File: config.mk
export PLATFORM = sky130hd
export DESIGN_NAME = arm_word_reader_flat
export DESIGN_NICKNAME = d
export VERILOG_FILES = /design/src/rtl/arm_word_reader_if.sv /design/src/rtl/arm_word_reader.sv /design/src/flat_wrapper.sv
export SDC_FILE = /design/constraint.sdc
export NUM_CORES = 1
export LEC_CHECK = 0
export ABC_AREA = 1
export CAP_MARGIN = 25
export CORE_UTILIZATION = 55
export DETAILED_ROUTE_END_ITERATION = 7
export DONT_BUFFER_PORTS = 1
export PLACE_DENSITY = 0.74
export SLEW_MARGIN = 20
export SYNTH_ARGS = -nofsm -noshare
export SYNTH_HDL_FRONTEND = slang
export SYNTH_SLANG_ARGS = --single-unit
File: constraint.sdc
create_clock -name clk -period 3.8 [get_ports clk]
set_input_delay 0.38 -clock clk [delete_from_list [all_inputs] [get_ports clk]]
set_output_delay 0.38 -clock clk [all_outputs]
set_load 0.1 [all_outputs]
File: src/rtl/arm_word_reader_if.sv
// Stream port carrying translated ARM words from the reader to its consumer.
// A word moves on any cycle where out_valid and out_ready are both high.
interface arm_word_reader_if #(
   parameter int DATA_WIDTH = 32
);
   logic [DATA_WIDTH-1:0] out_data;
   logic                  out_valid;
   logic                  out_ready;

   modport master (output out_data, output out_valid, input out_ready);
   modport slave  (input out_data, input out_valid, output out_ready);
endinterface

File: src/rtl/arm_word_reader.sv
// Drains ARM words from the output RAM behind the writer's pointer into a
// 2-entry FIFO feeding a valid/ready consumer, then pulses done.
//
// state     | meaning
// ----------+--------------------------------------------------------------
// ST_IDLE   | waiting for start; base_adr is loaded into rd_ptr on start
// ST_READ   | issuing RAM reads while [rd_ptr, wr_ptr) is non-empty and
//           | there is room; leaves once the writer is done and all words
//           | have been delivered
// ST_FINISH | single cycle with done high, then back to idle
module arm_word_reader #(
   parameter int ADDRESS_WIDTH = 10,
   parameter int DATA_WIDTH    = 32
) (
   input  logic                     clk,
   input  logic                     reset,
   input  logic                     start,
   input  logic [ADDRESS_WIDTH-1:0] base_adr,
   input  logic [ADDRESS_WIDTH-1:0] wr_ptr,
   input  logic                     wr_done,
   output logic                     ram_re,
   output logic [ADDRESS_WIDTH-1:0] ram_adr,
   input  logic [DATA_WIDTH-1:0]    ram_data,
   output logic                     busy,
   output logic                     done,
   output logic [ADDRESS_WIDTH-1:0] words_read,
   arm_word_reader_if.master        out_if
);

   typedef enum logic [1:0] {ST_IDLE, ST_READ, ST_FINISH} state_t;

   localparam logic [ADDRESS_WIDTH-1:0] ADR_ONE = ADDRESS_WIDTH'(1);

   state_t                     state;
   logic [ADDRESS_WIDTH-1:0]   rd_ptr;
   logic                       inflight;
   logic [DATA_WIDTH-1:0]      fifo_mem [2];
   logic                       fifo_wr_idx;
   logic                       fifo_rd_idx;
   logic [1:0]                 fifo_count;
   logic                       pop;
   logic                       push;
   logic                       issue;
   logic                       drained;
   logic [2:0]                 fill;

   // Words already owed to the FIFO (stored plus in flight) must stay at or
   // below two after this cycle's pop, so a stalled consumer never loses data.
   assign pop     = out_if.out_valid & out_if.out_ready;
   assign push    = inflight;
   assign fill    = {1'b0, fifo_count} + {2'b00, inflight};
   assign issue   = (state == ST_READ) && (rd_ptr != wr_ptr) &&
                    (fill < (3'd2 + {2'b00, pop}));
   assign drained = wr_done && (rd_ptr == wr_ptr) && !inflight &&
                    (fifo_count == 2'd0);

   assign ram_re           = issue;
   assign ram_adr          = rd_ptr;
   assign out_if.out_valid = (fifo_count != 2'd0);
   assign out_if.out_data  = fifo_mem[fifo_rd_idx];

   always_ff @(posedge clk or negedge reset) begin
      if (!reset) begin
         state      <= ST_IDLE;
         rd_ptr     <= '0;
         inflight   <= 1'b0;
         busy       <= 1'b0;
         done       <= 1'b0;
         words_read <= '0;
      end else begin
         inflight <= issue;
         done     <= 1'b0;
         if (issue) rd_ptr <= rd_ptr + ADR_ONE;
         if (pop) words_read <= words_read + ADR_ONE;
         case (state)
            ST_IDLE: begin
               if (start) begin
                  rd_ptr     <= base_adr;
                  words_read <= '0;
                  busy       <= 1'b1;
                  state      <= ST_READ;
               end
            end
            ST_READ: begin
               if (drained) begin
                  done  <= 1'b1;
                  state <= ST_FINISH;
               end
            end
            ST_FINISH: begin
               busy  <= 1'b0;
               state <= ST_IDLE;
            end
            default: begin
               busy  <= 1'b0;
               state <= ST_IDLE;
            end
         endcase
      end
   end

   always_ff @(posedge clk or negedge reset) begin
      if (!reset) begin
         for (int i = 0; i < 2; i++) fifo_mem[i] <= '0;
         fifo_wr_idx <= 1'b0;
         fifo_rd_idx <= 1'b0;
         fifo_count  <= 2'd0;
      end else begin
         if (push) begin
            fifo_mem[fifo_wr_idx] <= ram_data;
            fifo_wr_idx           <= ~fifo_wr_idx;
         end
         if (pop) fifo_rd_idx <= ~fifo_rd_idx;
         fifo_count <= fifo_count + {1'b0, push} - {1'b0, pop};
      end
   end

endmodule

File: src/flat_wrapper.sv
// flat-port wrapper written by rule: the top's interface ports become plain ports
module arm_word_reader_flat 
#(
   parameter int ADDRESS_WIDTH = 10,
   parameter int DATA_WIDTH    = 32
)
  (clk, reset, start, base_adr, wr_ptr, wr_done, ram_re, ram_adr, ram_data, busy, done, words_read, out_if_out_data, out_if_out_valid, out_if_out_ready);
  arm_word_reader_if #(.DATA_WIDTH(DATA_WIDTH)) out_if_i ();
  input  logic clk;
  input  logic reset;
  input  logic start;
  input  logic [ADDRESS_WIDTH-1:0] base_adr;
  input  logic [ADDRESS_WIDTH-1:0] wr_ptr;
  input  logic wr_done;
  output logic ram_re;
  output logic [ADDRESS_WIDTH-1:0] ram_adr;
  input  logic [DATA_WIDTH-1:0] ram_data;
  output logic busy;
  output logic done;
  output logic [ADDRESS_WIDTH-1:0] words_read;
  output wire logic [$bits(out_if_i.out_data)-1:0] out_if_out_data;
  output wire logic [$bits(out_if_i.out_valid)-1:0] out_if_out_valid;
  input wire logic [$bits(out_if_i.out_ready)-1:0] out_if_out_ready;
  assign out_if_out_data = out_if_i.out_data;
  assign out_if_out_valid = out_if_i.out_valid;
  assign out_if_i.out_ready = out_if_out_ready;
  arm_word_reader #(.ADDRESS_WIDTH(ADDRESS_WIDTH), .DATA_WIDTH(DATA_WIDTH)) u_core (.clk(clk), .reset(reset), .start(start), .base_adr(base_adr), .wr_ptr(wr_ptr), .wr_done(wr_done), .ram_re(ram_re), .ram_adr(ram_adr), .ram_data(ram_data), .busy(busy), .done(done), .words_read(words_read), .out_if(out_if_i));
endmodule
# After elaboration in Yosys (flattened, before gate mapping)
# Index checks and enable logic that the tools add are counted.
[word_totals]
reg_bits = 93
inputBits = 57
word_cells = 63
[op_classes]
addsub = 6
n_lt_le_gt_ge = 4
n_eq_ne = 5
mux = 19
n_bitwise = 6
n_reduce_logical = 12
[op_table]
columns = ["cell", "n"]
rows = [
  ["$mux 32", 4],
  ["$bwmux 64", 1],
  ["$mux 10", 6],
  ["$demux 32 s1", 1],
  ["$add 10x1->10 const B", 2],
  ["$eq 10x10->1", 1],
  ["$ne 10x10->1", 1],
  ["$logic_and 1x1->1", 6],
  ["$ge 2x2->1 const B", 2],
  ["$logic_not 2->1", 2],
  ["$mux 2", 2],
  ["$not 1->2", 2],
  ["$pmux 2 s2", 1],
  ["$reduce_and 2->1", 2],
  ["$add 2x1->3", 1],
  ["$add 2x1->3 const A", 1],
  ["$lt 3x3->1", 1],
  ["$mux 1", 3],
  ["$not 1->1", 3],
  ["$add 2x1->2", 1],
  ["$eq 2x1->1 const B", 1],
  ["$lt 2x1->1 const B", 1],
  ["$ne 2x1->1 const B", 1],
  ["$ne 2x2->1 const B", 1],
  ["5 further kinds", 5],
]

# Logic depth before layout (Yosys ltp)
# Gate-level depths: netlist (run 1).
[logic_depth]
depth_word = 8
mapped_depth = 13
depth_no_buf = 12

# Worst setup path after synthesis (run 1)
# No wires, ideal clock.
[synth_timing]
kind = "register to output"
from = "register u_core.rd_ptr[4] (netlist: u_core.ram_adr[4])"
to = "output ram_re"
arrival_time_ps = 2335
path_slack_ps = 1085
path_stages_with_launch = 8
n_path_buf = 0
cell_sequence = "dfrtp_1 inv_1 or2_0 nand3_1 nor2_4 nand2_4 nand3_2 inv_1"
[synth_between]
elab_chain_len = 3
[synth_lines]
columns = ["element", "line_no", "rtl"]
rows = [
  ["start, declared", "arm_word_reader.sv:35", "logic [ADDRESS_WIDTH-1:0] rd_ptr;"],
  ["start signal, assigned", "arm_word_reader.sv:73", "if (issue) rd_ptr <= rd_ptr + ADR_ONE;"],
  ["start signal, assigned", "arm_word_reader.sv:78", "rd_ptr <= base_adr;"],
  ["$ne 10x10->1", "arm_word_reader.sv:52", "assign issue = (state == ST_READ) && (rd_ptr != wr_ptr) &&"],
  ["$logic_and 1x1->1 (2 in a row)", "arm_word_reader.sv:52", ""],
  ["end, declared", "flat_wrapper.sv:15", "output logic ram_re;"],
]
# Every way passes these cells.

# Final worst setup path (run 1)
# Ends and elaborated chain as after synthesis.

==> summary.md, run 1 <==
| Metric | Value |
|---|---|
| Status | finished clean |
| Final Wtd Congestion | 0.8496 |
| Clock latency on the worst-skew pair | approximately 0.36 ns |
| Post-synthesis compound-gate area fraction | about 8.6% |
| Max-cap check violation count | 0 |
| Mapped cell area | 4523 um^2 |
| Setup Crit Path Kind | reg2out |
| Post-DP HPWL | about 6400 um |
| Final setup TNS | 0 ns |
| Residual DRC count | 0 |
| Hold Crit Class | in2reg |
| Layout cells sized above 1 | about an eighth |
| Final #Nets | roughly 670 |
| Relative slew slack | between 30 and 40% |
| Vias per cell | roughly 5.2 |
| Synthesized-area fraction occupied by adder cells | about 1.7% |
| Drt first-iter violations | 218 |
| Post-Synth Simple-Gate Area | 27.50% |
| Hold slack | approximately 0.12 ns |
| Synthesis Warnings | 0 |
| #FFs+latches synth | slightly above 90 |
| Layout fillers | just over 700 |
| Largest family of logic cells by synthesized area | simple AND/OR/NAND/NOR gates |
| Clk root buf | clkbuf_8 |
| Vias | roughly 3700 |
| Vias in the first global route | around 3500 |
| Largest net degree at the start of global routing | 94 |
| CP Max Fanout | 15 |
| Sequential share of the synthesized area | 51.45% |
| Drt first pass iters | 4 |
| Max Fclk | 0.3475 GHz |
| Final Cycle Share | 75.73% |
| Worst endpoint required time | ~3.4 ns |
| Clock Skew | 0.006441 ns |
| Avg Cell Area, Syn | between 7 and 8 um^2 |
| Crit start category | flop |
| Max H-tree Level | 3 |
| Die footprint | roughly 8600 um^2 |
| Fin. max-slew vios | 0 |
| CTS tree | built |
| Global-route wire length before repair | between 15000 and 20000 um |
| Mapped Cells | between 500 and 600 |
| IO Port Bufs | 0 |
| Clock sinks | slightly above 90 |
| Syn Nets | 648 |
| Actual slew at the worst max-slew pin | 1.005 ns |
| Bufs on Longest Clock Path | 2 |
| Endpoints failing setup | 0 |
| Commonest non-fill, non-tap cells in the layout | nand2_1, dfrtp_1, inv_1 |
| Total wire length | around 9600 um |
| Synth-to-Final Area Change | 12.86% |
| Worst setup EP type | primary output |
| Fin. Hold Viols | 0 |
| Mux share of post-synthesis cell area | 0% |
| Antenna Nets Post-Route | 0 |
| RSZ-0062 raised after global routing | no |
| Initial antenna violation count | 0 |
| Worst EP arrival | 2.50 ns |
| IO Pins | around 110 |
| Total GRT Usage | between 20% and 30% |
| Post-Synth XOR/XNOR Area | between 2 and 3% |
| Unique masters post-synth | 27 |
| Commonest non-fill, non-tap cell in the layout | nand2_1 |
| Initial core utilization | between 50 and 60% |
| Post-CTS sizing | 0 |
| Floorplan core area | 7848 um^2 |
| DR WL/cell | 13.34 um |
| Die Width | 92.69 um |
| Cell Rows | 32 |
| Die Ht | roughly 93 um |
| Final min period | 2.878 ns |
| Total CTS buffers | 9 |
| Clock transition at the registers of the reported paths | 0.10 ns |
| Diodes inserted | 0 |
| Overflow after GRT | 0 |
-- registers in the layout, indices dropped and copies added, names as in the netlist, 2 cells and up --
| signal | flops |
|---|---|
| u_core.fifo_count | 2 |
| u_core.state | 2 |
| u_core.words_read | 10 |
| u_core.ram_adr | 10 |
| u_core.fifo_mem | 64 |
-- cell usage after synthesis (all sizes together) --
cell type	instances	area, um^2
a21oi	6	30.03
a22oi	1	7.510
buf	7	46.29
clkbuf	19	71.32
dfrtp	93	2327
ha	6	75.07
inv	64	240.2
nand2	238	903.4
nand3	18	95.09
nand4	13	81.33
nor2	26	112.6
nor3	4	20.02
o21ai	70	350.3
or2	5	31.28
xnor2	12	105.1
xor2	3	26.28
-- cells by family after synthesis --
logic type                 count (synthesis)
buffers and inverters                     90
adders and majority gates                  6
and+or+nand+nor                          304
DFF                                       93
AOI/OAI and AO/OA                         77
xor gates and xnor gates                  15
-- path summary, 6_finish.rpt --
path | endpoint | cells past startpoint | slack (ns) | startpoint
min in group asynchronous | u_core.fifo_mem[16] | 2 | 0.59 | reset
hold / removal | u_core.words_read[9] | 1 | 0.12 | start
max in group asynchronous | u_core.state[0] | 2 | 2.81 | reset
hold reg to reg | u_core.fifo_mem[28] | 2 | 0.49 | u_core.fifo_mem[28]
setup / recovery | ram_re | 8 | 0.92 | u_core.ram_adr[4]
setup reg to reg | u_core.inflight | 8 | 1.47 | u_core.ram_adr[4]
-- final cells by class --
| class | instances | area [um^2] | share of cell area (%) |
|---|---|---|---|
| clock buffer | 9 | 123.9 | 2.426 |
| clock inverter | 7 | 105.1 | 2.059 |
| inverter | 64 | 240.2 | 4.706 |
| multi-input combinational | 402 | 1846 | 36.15 |
| sequential | 93 | 2327 | 45.59 |
| tap | 102 | 127.6 | 2.500 |
| timing repair buffer | 40 | 335.3 | 6.569 |
-- repair_timing --
item,4_1_cts,5_1_grt
buffers inserted,0,0
endpoints found under the hold margin,93,0
hold buffers,2,0
setup endpoints to repair,0,0
-- metal layers --
layer / vias to the layer above / global-route usage [%] / routed length [um]
met5: - / 0 / 0
li1: 1870 / - / -
met4: 0 / 8.718 / 132
met2: 100 / 39.26 / 4764
met3: 13 / 5.008 / 582
met1: 1739 / 30.65 / 4082
-- critical path, cell delays in order, from the launching register on --
cell,delay (ns)
dfrtp_1,0.34
buf_4,0.31
inv_1,0.11
or2_0,0.21
nand3_1,0.13
nor2_4,0.06
nand2_4,0.13
nand3_2,0.16
inv_1,0.67
-- per-stage QoR --
step	instances	area, um^2	setup WS [ns]	util, %
2_1_floorplan	585	4523	1.085	-
3_3_place_gp	698	4813	1.356	61.34
3_5_place_dp	699	4833	1.319	61.59
4_1_cts	717	5100	0.8955	64.99
5_1_grt	717	5105	0.7539	65.05
6_report	717	5105	0.9222	65.05
Power of run 1 is left out: the tool's default activity adds up to more than one toggle a clock period on the data nets, which glitch-free logic cannot reach.
==> run 2: changes to the inputs <==
==> constraint.sdc (replaced) <==
create_clock -name clk -period 2.7 [get_ports clk]
set_input_delay 0.27 -clock clk [delete_from_list [all_inputs] [get_ports clk]]
set_output_delay 0.27 -clock clk [all_outputs]
set_load 0.1 [all_outputs]
==> summary.md, run 2 (same netlist as run 1, synthesis figures left out) <==
| Metric | Value |
|---|---|
| Status | finished clean |
| Largest net degree at the start of global routing | 94 (unchanged) |
| Worst endpoint required time | 2.43 ns (-0.99 ns) |
| Max H-tree Level | 3 (unchanged) |
| Actual slew at the worst max-slew pin | 0.9050 ns (-0.09975 ns) |
| Commonest non-fill, non-tap cell in the layout | nand2_1 |
| Layout cells sized above 1 | 15.31% (+3.4 points) |
| Clock transition at the registers of the reported paths | 0.09 ns (about the same) |
| IO Pins | 113 (unchanged) |
| Clock sinks | 93 (unchanged) |
| Total wire length | 9697 um (+1.4%) |
| Hold slack | 0.03050 ns (-0.09419 ns) |
| Vias per cell | 5.127 (-1.2%) |
| Post-DP HPWL | 6778 um (+5.2%) |
| Post-CTS sizing | 0 (unchanged) |
| Max Fclk | 0.4114 GHz |
| Overflow after GRT | 0 (unchanged) |
| Worst setup EP type | primary output |
| Final setup TNS | 0 ns (unchanged) |
| Floorplan core area | 7848 um^2 (unchanged) |
| CP max stage cell | dfrtp_1 |
| Residual DRC count | 0 (unchanged) |
| Vias in the first global route | 3658 (+3.2%) |
| Post-CTS setup buffers | 0 (unchanged) |
| Number of hold buffers added after CTS | 2 (unchanged) |
| Final min period | 2.431 ns |
| IO Port Bufs | 0 (unchanged) |
| Setup Crit Path Kind | reg2out |
| Die Width | 92.69 um (unchanged) |
| Clk root buf | clkbuf_8 |
| Die footprint | 8591 um^2 (unchanged) |
| CTS tree | built |
| Cell Rows | 32 (unchanged) |
| Final #Nets | 698 (+3.7%) |
| Final Cycle Share | roughly nine tenths |
| Vias | 3804 (+2.2%) |
| Fin. Hold Viols | 0 (unchanged) |
| CP delay by family, top | buffers and inverters |
| CP Max Fanout | 8 (-7) |
| Bufs on Longest Clock Path | 2 (unchanged) |
| Global-route wire length before repair | 16530 um (+3.5%) |
| Total CTS buffers | 9 (unchanged) |
| Drt first-iter violations | 204 (-6.4%) |
| Relative slew slack | 39.67% (+6.6 points) |
| Max incr delay on CP | 0.44 ns (-0.23 ns) |
| DR WL/cell | 13.07 um (-2.0%) |
| Die Ht | 92.69 um (unchanged) |
| Endpoints failing setup | 0 (unchanged) |
| Clock Skew | 0.007999 ns (+0.001558 ns) |
| Diodes inserted | 0 (unchanged) |
| Antenna Nets Post-Route | 0 (unchanged) |
| Clock latency on the worst-skew pair | 0.35 ns (about the same) |
| Initial antenna violation count | 0 (unchanged) |
| Hold Crit Class | in2reg |
| Commonest non-fill, non-tap cells in the layout | nand2_1, dfrtp_1, inv_1 |
| Largest Register | u_core.fifo_mem |
| Fin. max-slew vios | 0 (unchanged) |
| Crit start category | flop |
| Worst Path Buf+Inv | 3 (unchanged) |
| Drt first pass iters | 5 (+1) |
| Synth-to-Final Area Change | 24.79% |
| Max-cap check violation count | 0 (unchanged) |
| Worst EP arrival | 2.16 ns (-0.34 ns) |
| Final Wtd Congestion | 0.8480 (-0.19%) |
| Total GRT Usage | 24.26% (+0.61 points) |
| RSZ-0062 raised after global routing | no |
| Layout fillers | 612 (-13%) |
| Cells along the critical path | ha_1 > ha_1 > nand2_1 > nand2_1 > inv_2 > nand3_2 > inv_1 > buf_4 |
| Max reg flops | 64 (unchanged) |
| Initial core utilization | 57.64% (unchanged) |
[run 2: routing by layer]
layer  share of wire, %  routed length, um  vias to the layer above  GRT usage, %
li1                   -                  -                     1916             -
met1                 43               4149                     1759         31.38
met2                 51               4908                      122         41.79
met3                5.8                561                        7         4.762
met4               0.79                 77                        0         6.538
met5                  0                  0                        -             0
[run 2: final timing paths]
check | from | endpoint | slack, ns | depth (start not counted)
worst min register to register | u_core.fifo_mem[0] | u_core.fifo_mem[0] | 0.49 | 2
max in group asynchronous | reset | u_core.ram_adr[3] | 1.85 | 2
worst max-delay path | u_core.inflight | ram_re | 0.27 | 8
min in group asynchronous | reset | u_core.fifo_mem[19] | 0.47 | 2
worst min-delay path | start | u_core.words_read[9] | 0.03 | 1
worst max register to register | u_core.inflight | u_core.inflight | 0.77 | 8
[run 2: through the flow]
stage               utilization, %  std cells  setup slack [ns]  cell area (um^2)
floorplan                        -        585           0.09506              4523
global placement             69.08        724            0.7110              5421
detailed placement           69.08        724            0.6608              5421
CTS                          71.92        742            0.2698              5644
global route                 71.92        742            0.1083              5644
finish                       71.92        742            0.2694              5644
[run 2: area by class of cell]
type                       count  area (um^2)  share of cell area [%]
inverter                      64        240.2                   4.256
clock buffer                  11        151.4                   2.682
clock inverter                 5        33.78                  0.5985
timing repair buffer          65        923.4                   16.36
multi-input combinational    402         1841                   32.61
tap                          102        127.6                   2.261
sequential                    93         2327                   41.23
Power of run 2 is left out for the same reason.
